## config.mk

```make
export PLATFORM = sky130hd
export DESIGN_NAME = traffic_sensor_conditioner
export DESIGN_NICKNAME = d
export VERILOG_FILES = /design/src/rtl/traffic_sensor_conditioner.sv
export SDC_FILE = /design/constraint.sdc
export NUM_CORES = 1
export LEC_CHECK = 0
export BUFFER_PORTS_ARGS = -buffer_cell sky130_fd_sc_hd__buf_2
export CORE_UTILIZATION = 30
export CTS_CLUSTER_SIZE = 16
export DETAILED_ROUTE_END_ITERATION = 8
export HOLD_SLACK_MARGIN = 0.08
export MAX_ROUTING_LAYER = met4
export PLACE_DENSITY = 0.45
export SLEW_MARGIN = 20
export SYNTH_ARGS = -nofsm -noshare
export SYNTH_HDL_FRONTEND = slang
export SYNTH_SLANG_ARGS = --single-unit
```

## constraint.sdc

```tcl
create_clock -name CLK -period 2.7 [get_ports CLK]
set_input_delay 0.27 -clock CLK [delete_from_list [all_inputs] [get_ports CLK]]
set_output_delay 0.27 -clock CLK [all_outputs]
set_load 0.02 [all_outputs]
```

## src/rtl/traffic_sensor_conditioner.sv

```systemverilog
// Sensor front end: 2-flop sync, debounce and sticky request per road, plus TL_CLK/TICK divider.
// Latency: raw edge to SA/SB is DEB_CYCLES+2 CLK edges; ACK clears a request one edge later.
// Backpressure: none; requests hold until ACK, and a press coinciding with ACK wins.
module traffic_sensor_conditioner #(
    parameter int unsigned DIV        = 20000000,
    parameter int unsigned DEB_CYCLES = 1000000
) (
    input  logic CLK,
    input  logic RST,
    input  logic SA_RAW,
    input  logic SB_RAW,
    input  logic ACK_A,
    input  logic ACK_B,
    output logic SA,
    output logic SB,
    output logic TICK,
    output logic TL_CLK
);

    localparam logic [31:0] DIV_LAST = 32'(DIV - 1);
    localparam logic [31:0] DEB_LAST = 32'(DEB_CYCLES - 1);

    // Index 0 is road A, index 1 is road B.
    logic [1:0]  raw;
    logic [1:0]  ack;
    logic [1:0]  sync1;
    logic [1:0]  sync2;
    logic [1:0]  deb_st;
    logic [1:0]  deb_flip;
    logic [1:0]  deb_rise;
    logic [1:0]  req;
    logic [31:0] deb_cnt [2];
    logic [31:0] dcnt;
    logic        dcnt_wrap;

    assign raw = {SB_RAW, SA_RAW};
    assign ack = {ACK_B, ACK_A};

    always_ff @(posedge CLK) begin
        if (!RST) begin
            sync1 <= 2'b00;
            sync2 <= 2'b00;
        end else begin
            sync1 <= raw;
            sync2 <= sync1;
        end
    end

    // The debounced state flips only after DEB_CYCLES consecutive disagreeing samples.
    always_comb begin
        deb_flip = 2'b00;
        deb_rise = 2'b00;
        for (int i = 0; i < 2; i++) begin
            deb_flip[i] = (sync2[i] != deb_st[i]) && (deb_cnt[i] == DEB_LAST);
            deb_rise[i] = deb_flip[i] && sync2[i];
        end
    end

    always_ff @(posedge CLK) begin
        if (!RST) begin
            deb_st <= 2'b00;
            for (int i = 0; i < 2; i++) begin
                deb_cnt[i] <= '0;
            end
        end else begin
            for (int i = 0; i < 2; i++) begin
                if (sync2[i] == deb_st[i]) begin
                    deb_cnt[i] <= '0;
                end else if (deb_flip[i]) begin
                    deb_st[i]  <= sync2[i];
                    deb_cnt[i] <= '0;
                end else begin
                    deb_cnt[i] <= deb_cnt[i] + 32'd1;
                end
            end
        end
    end

    // Set has priority over ACK so a press landing on the acknowledge edge is kept.
    always_ff @(posedge CLK) begin
        if (!RST) begin
            req <= 2'b00;
        end else begin
            for (int i = 0; i < 2; i++) begin
                if (deb_rise[i]) begin
                    req[i] <= 1'b1;
                end else if (ack[i]) begin
                    req[i] <= 1'b0;
                end
            end
        end
    end

    assign SA = req[0];
    assign SB = req[1];

    assign dcnt_wrap = (dcnt == DIV_LAST);

    always_ff @(posedge CLK) begin
        if (!RST) begin
            dcnt   <= '0;
            TICK   <= 1'b0;
            TL_CLK <= 1'b0;
        end else if (dcnt_wrap) begin
            dcnt   <= '0;
            TICK   <= 1'b1;
            TL_CLK <= ~TL_CLK;
        end else begin
            dcnt   <= dcnt + 32'd1;
            TICK   <= 1'b0;
        end
    end

endmodule

```

# Word-level counts from Yosys, hierarchy flattened
# Memories as Yosys holds them, arrays and structs flattened.
# Cells that the tools add are included.
# classes
add_sub_neg	3
n_eq_ne	7
muxes	34
n_bitwise	10
reduce_logical	9
# ops
operator	n
32-bit two-way mux	6
32-bit by 1-bit adder with 32-bit output (second input constant)	3
32-bit by 20-bit equality test with 1-bit output (second input constant)	2
32-bit by 25-bit equality test with 1-bit output (second input constant)	1
1-bit two-way mux	28
1-bit bitwise OR	6
1-bit logical AND	4
1-bit NOT	4
2-bit AND reduction	2
2-bit nonzero test	2
1-bit equality test	2
1-bit != test	2
2-bit OR reduction	1
# word_totals
register_bits	42
ramBits	64
inputBits	6
mem_count	1
# mem_list
name	words	word_bits	rd	rd_clocked_by_memory_dff	write_ports	line_no	text
deb_cnt	2	32	2	0	2	32	logic [31:0] deb_cnt [2];

# Logic depth before layout (Yosys ltp)
# Gate-level depths: netlist of the first run.
# logic_depth
word_depth	8
ltp_mapped	8
mapped_depth_nobuf	6

# Least setup slack after synthesis of the first run
# OpenSTA, ideal clock, no wires.
# synth_path
kind	register -> register
from	memory deb_cnt[0][7]
to	memory deb_cnt[0][7], data pin
t_arrival_ns	1.942
t_required_ns	2.446
slack_ns	0.504
path_stages_with_launch	8
n_path_buf	2
synth_period_minus_slack_ns	2.196
cell_sequence	edfxtp_1 > or4_1 > or3_1 > nor3_2 > or2_1 > buf_6 > buf_12 > nor2_1
# synth_lines
item	line_no
from (decl)	32

==> results.toml, run 1 <==
[run_status]
status = "finished clean"

[sta]
relSlewSlack_pct = 61.71
fin_crit_ns = 2.308
rsz0062_at_grt = "false"
drv_slew = 0
fmax_mhz = 433.3
fin_tns_setup_ns = 0
finalCritPeriodShare_pct = 85.47
final-hold-violation-count = 0
setup_viol = 0
worst_pin_slew_ns = 0.5732
skew_ns = 0.007547

[layout]
nFillCells = 1775
drive_gt1_share_pct = 7.544
n_antenna_cell = 0
nets = 627
instances_no_fill = 848
areaGrowthSynthToFinish_pct = 16.06
design_area_sq_um = 6221

[floorplanning]
die-width_microns = 135.7
io_pins = 10
initial_utilization_pct = 30.88
core_region_area_sq_um = 17360
die_height_microns = 135.7
dieArea_sq_um = 18410
rows = 48

[setup_path]
endpoint_kind = "flop"
crit_required_ns = 2.80
slowest_delay_ns = 0.57
reg2reg_depth = 6
cp.arrival_ns = 2.41
path_class = "flop to flop"
crit_path_start_kind = "flop"
cp_cell_sequence = "or4b_1 -> or3_1 -> nor3_2 -> or2_1 -> buf_12 -> nor2_1"
r2r-start = "deb_cnt[0][11]$_SDFFCE_PN0P_"
cpMaxStageDelayCell = "or4b_1"
rr_endpoint = "deb_cnt[0][18]$_SDFFCE_PN0P_"
rrSetupSlack_ns = 0.39
cp_max_fo = 26

[yosys]
synthAdderAreaFrac_pct = 0.7003
async_reset_ff_share_pct = 0
avgSynthCellArea_sq_um = 9.982
mappedNetlistArea_sq_um = 5360
synthMuxAreaShare_pct = 0.3735
ys_ff_latch = 106
yosysWarnings = 0
synth_ff_type = "edfxtp_1"
synth_compound_area_share_pct = 2.171
synth_top_family_by_area = "simple AND/OR/NAND/NOR gates"
yosys.cell_types.count = 41
synth_xor_area_share_pct = 13.56
synthSimpleGateAreaFrac_pct = 29.15
synth_edf_count = 64
netlist_instances = 537
seq_area_frac_synth_pct = 51.54

[global_routing]
antenna_found_initial = 0
grt_overflow = 0
grt_pass1_vias = 3732
track_usage_pct = 12.64
grt_max_degree = 33
grt_pass1_wl_microns = 17710

[drt]
wl_microns = 10300
dr.first_iter.drc_count = 178
drcViolationCount = 0
num_vias = 3896
drtAntennaViolNets = 0
wl_per_cell_microns = 12.15
drtPass1Iterations = 4
via_per_inst = 4.594

[clock_tree]
clk_latency_ns = 0.35
cts_resized = 0
cts-root-to-sink-buffers = 2
clk_pin_slew_ns = 0.07
htreeDepth = 3
cts_tree = "done"
cts_setup_buffers = 0
cts_root_buf = "clkbuf_16"
cts_buffers = 9
hold_buffers = 0
clock_sinks = 106

[placed_design]
port_buffers = 9
dp_hpwl_microns = 7307
dp_cells = 832
gp_congestion = 0.7931
placed_area_sq_um = 5943

[run]
drv_cap = 0

[worst_hold_path]
min_to = "sync1[1]$_SDFF_PN0_"
hold_path_class = "primary input to flop"
min_path_cells = 2
min-delay-start = "SB_RAW"

[power]
p_leak_nw = 2.137
ir_drop_v = 0.0003186
p_per_area_nw_per_um2 = 511.6
[logic make-up after synthesis]
logic type | after synthesis
XOR/XNOR | 83
flip-flops | 106
AND/OR/NAND/NOR | 300
multiplexers | 2
buffers and inverters | 22
other | 1
adder cells (fa/ha/maj) | 3
AO/OA/AOI/OAI | 20
[synth_stat cells (2+ instances only)]
master,instances,area share (%)
nor2_1,98,6.9
edfxtp_1,64,36
xor2_1,60,9.8
dfxtp_1,42,16
nand3_1,39,3.6
nand4_1,34,4.0
nand2_1,33,2.3
xnor2_1,23,3.8
nor4_1,17,2.0
and2_1,11,1.3
and3_1,11,1.3
inv_1,10,0.70
a21oi_1,9,0.84
and4_1,9,1.5
nor3_1,9,0.84
or3_1,9,1.1
buf_2,6,0.56
o21ai_0,6,0.56
nand2b_1,4,0.47
nand3b_1,4,0.56
a21boi_0,3,0.42
clkbuf_1,3,0.21
ha_1,3,0.70
nor2_2,3,0.35
nor2b_1,3,0.35
nor4b_1,3,0.49
buf_12,2,0.75
mux2i_1,2,0.37
nor3_2,2,0.37
nor4_2,2,0.47
or2_2,2,0.23
or4_1,2,0.28
[cell type report]
| cell class | instances | area [sq um] | area share (%) |
|---|---|---|---|
| flip-flops and latches | 106 | 2763 | 44.41 |
| multi-input cells | 472 | 2704 | 43.46 |
| well taps | 225 | 281.5 | 4.525 |
| clock buffers | 10 | 239.0 | 3.842 |
| repair buffers | 19 | 157.7 | 2.534 |
| clock inverters | 6 | 38.79 | 0.6235 |
| inverters | 10 | 37.54 | 0.6034 |
[where the power goes]
part	switching (W)	internal (W)	leakage, nW
clock network	0.000609	0.000653	0.140
logic	0.0000640	0.0000453	0.998
registers	0.0000516	0.00176	1.00
[worst max path at each step]
stage,cells after the start,endpoint,startpoint
after global routing,7,dcnt[30]$_SDFF_PP0_,dcnt[0]$_SDFF_PP0_
after global placement,6,deb_cnt[0][3]$_SDFFCE_PN0P_,deb_cnt[0][7]$_SDFFCE_PN0P_
after detailed placement,6,deb_cnt[0][18]$_SDFFCE_PN0P_,deb_cnt[0][7]$_SDFFCE_PN0P_
after floorplan,7,deb_cnt[0][7]$_SDFFCE_PN0P_,deb_cnt[0][7]$_SDFFCE_PN0P_
after CTS,6,deb_cnt[0][30]$_SDFFCE_PN0P_,deb_cnt[0][7]$_SDFFCE_PN0P_
final,6,deb_cnt[0][18]$_SDFFCE_PN0P_,deb_cnt[0][11]$_SDFFCE_PN0P_
[metrics by stage]
stage	power (W)	hold WS (ns)	setup slack, ns	utilization (%)
after floorplan	0.001919	0.3973	0.5036	-
after global placement	0.001954	0.4203	0.4418	34.24
after detailed placement	0.001957	0.4276	0.3804	34.24
after CTS	0.003237	0.1471	0.3712	35.84
after global routing	0.003312	0.1676	0.2382	35.84
final	0.003183	0.1663	0.3924	35.84
[flip-flops by register name, summed over array words and instances (netlist names)]
signal   flops
sync1        2
req          2
TL_CLK       1
deb_st       2
deb_cnt     64
sync2        2
dcnt        32
TICK         1
[cells in the final DEF (no fill, tap or decap), drive strengths merged, types with 4 or more instances in the layout]
master and n:
and2 11, nor3 11, inv 13, nor2 101, conb 64, buf 19, and4 9, nor4 19
nand3b 4, xnor2 23, nor4b 4, nand4 34, dfxtp 42, edfxtp 64, nand2b 4, a21oi 9
clkbuf 10, nand3 39, xor2 60, o21ai 6, or3 9, nand2 33, and3 12
[worst max-delay path, delay by kind of cell, from the launching register on]
family / cells / cell delay (ns)
buffers and inverters: 1 / 0.18
DFF: 1 / 0.44
and+or+nand+nor: 5 / 1.44
[layer usage]
layer / up-vias / GRT usage [%] / routed length, microns
li1: 2012 / - / -
met1: 1845 / 17.13 / 5472
met2: 28 / 18.68 / 4468
met3: 11 / 1.796 / 213
met4: 0 / 5.431 / 148
met5: - / - / 0
(Power assumes the default switching activity.)
==> inputs of run 2 (changes only) <==
CORE_UTILIZATION = 40   (was 30)
PLACE_DENSITY = 0.56   (was 0.45)
==> run 2 against run 1 <==
Against the previous run: flip-flop and latch count did not move; maximum frequency about the same; register-to-register slack hardly changed; critical path depth did not move; power up 2.4%; sequential power barely moved; largest cell class unchanged; largest power group unchanged.
==> results.toml, run 2 (synthesis results as in run 1) <==
[layout]
layout_commonest_cell = "nor2_1"
most-common-layout-cells = "98 x nor2_1, 64 x edfxtp_1, 64 x conb_1, 60 x xor2_1, 42 x dfxtp_1"
regArea_sq_um = 2763
reg_top3 = "deb_cnt (64), dcnt (32)"
areaGrowthSynthToFinish_pct = 15.29
top_register = "deb_cnt"
multi_input_area_sq_um = 2704
nets = 627
drive_gt1_share_pct = 7.544
largest_reg_flops = 64
nFillCells = 1243
design_area_sq_um = 6180
n_antenna_cell = 0
instances_no_fill = 795

[power]
pwr-share-clk_pct = 41.1
p_int_w = 0.002534
netSwitchingPower_w = 0.0007270
p_leak_nw = 2.144
ir_drop_v = 0.0002520
netSwitchingFraction_pct = 22.30
p_total_w = 0.003261
seqPwrFrac_pct = 55.5
combPwrFrac_pct = 3.3
p_per_area_nw_per_um2 = 527.6

[sta]
relSlewSlack_pct = 54.53
skew_ns = 0.008900
finalWorstSetupSlack_ns = 0.3917
setup_viol = 0
worst_pin_slew_ns = 0.6768
drv_slew = 0
fin_crit_ns = 2.308
fmax_mhz = 433.2
finalCritPeriodShare_pct = 85.49
fin_tns_setup_ns = 0
final-hold-violation-count = 0
rsz0062_at_grt = "false"

[clock_tree]
cts_resized = 0
clock_sinks = 106
cts-root-to-sink-buffers = 2
clk_latency_ns = 0.35
cts_root_buf = "clkbuf_16"
cts_buffers = 9
hold_buffers = 0
cts_setup_buffers = 0
cts_tree = "done"
clk_pin_slew_ns = 0.08
htreeDepth = 3

[global_routing]
grt_pass1_vias = 3763
antenna_found_initial = 0
grt_pass1_wl_microns = 17310
grt_max_degree = 33
grt_overflow = 0
track_usage_pct = 15.85

[worst_hold_path]
hold_path_class = "primary input to flop"
min_to = "sync1[1]$_SDFF_PN0_"
min_path_cells = 2
min-delay-start = "SB_RAW"

[floorplanning]
initial_utilization_pct = 41.80
die_height_microns = 117.8
io_pins = 10
rows = 41
core_region_area_sq_um = 12820
dieArea_sq_um = 13870
die-width_microns = 117.8

[drt]
drtAntennaViolNets = 0
num_vias = 3949
drcViolationCount = 0
wl_microns = 9825
dr.first_iter.drc_count = 209
drtPass1Iterations = 4
wl_per_cell_microns = 12.36
via_per_inst = 4.967

[setup_path]
crit_path_start_kind = "flop"
reg2reg_depth = 6
rrSetupSlack_ns = 0.39
cp.arrival_ns = 2.41
cp_max_fo = 26
rr_endpoint = "deb_cnt[0][15]$_SDFFCE_PN0P_"
endpoint_kind = "flop"
crit_required_ns = 2.81
r2r-start = "deb_cnt[0][7]$_SDFFCE_PN0P_"
path_class = "flop to flop"

[placed_design]
dp_hpwl_microns = 6888
dp_slack_ns = 0.3999
placed_area_sq_um = 5877
port_buffers = 9
gp_congestion = 0.8365
dp_cells = 779

[run_status]
status = "finished clean"

[run]
drv_cap = 0
## run 2: worst max-delay path by stage
stage	startpoint	endpoint	slack [ns]
2_1_floorplan	deb_cnt[0][7]$_SDFFCE_PN0P_	deb_cnt[0][7]$_SDFFCE_PN0P_	0.50
3_3_place_gp	deb_cnt[0][7]$_SDFFCE_PN0P_	deb_cnt[0][22]$_SDFFCE_PN0P_	0.46
3_5_place_dp	deb_cnt[0][7]$_SDFFCE_PN0P_	deb_cnt[0][15]$_SDFFCE_PN0P_	0.40
4_1_cts	deb_cnt[0][7]$_SDFFCE_PN0P_	deb_cnt[0][15]$_SDFFCE_PN0P_	0.39
5_1_grt	deb_cnt[0][7]$_SDFFCE_PN0P_	deb_cnt[0][27]$_SDFFCE_PN0P_	0.26
6_report	deb_cnt[0][7]$_SDFFCE_PN0P_	deb_cnt[0][15]$_SDFFCE_PN0P_	0.39
## run 2: through the flow
step / hold WS [ns] / util, %
global placement: 0.4156 / 45.82
global route: 0.1543 / 48.19
detailed placement: 0.4214 / 45.82
finish: 0.1582 / 48.19
CTS: 0.1448 / 48.19
floorplan: 0.3973 / -
## run 2: critical path: stages (launching register included)
cell	delay (ns)
edfxtp_1	0.47
or4_1	0.55
or3_1	0.42
nor3_2	0.19
or2_1	0.18
buf_12	0.18
nor2_1	0.07
## run 2: final cells by class
| cell class | instances | area share, % |
|---|---|---|
| flip-flops and latches | 106 | 44.71 |
| multi-input cells | 472 | 43.75 |
| clock buffers | 9 | 3.644 |
| well taps | 172 | 3.482 |
| repair buffers | 19 | 2.551 |
| clock inverters | 7 | 1.255 |
| inverters | 10 | 0.6074 |
## run 2: metal layers
metal	part of all wire, %	track usage (%)	vias up
met5	0	-	-
met4	2.3	8.093	0
met3	3.4	2.132	18
met2	43	22.50	56
met1	51	22.02	1867
li1	-	-	2008
## run 2: power groups by stage
stage               Clock [W]  Combinational (W)  Sequential [W]
global placement            0           0.000107         0.00185
finish                0.00134           0.000109         0.00181
global route          0.00145           0.000127         0.00182
CTS                   0.00139           0.000108         0.00181
floorplan                   0          0.0000858         0.00183
detailed placement          0           0.000107         0.00185
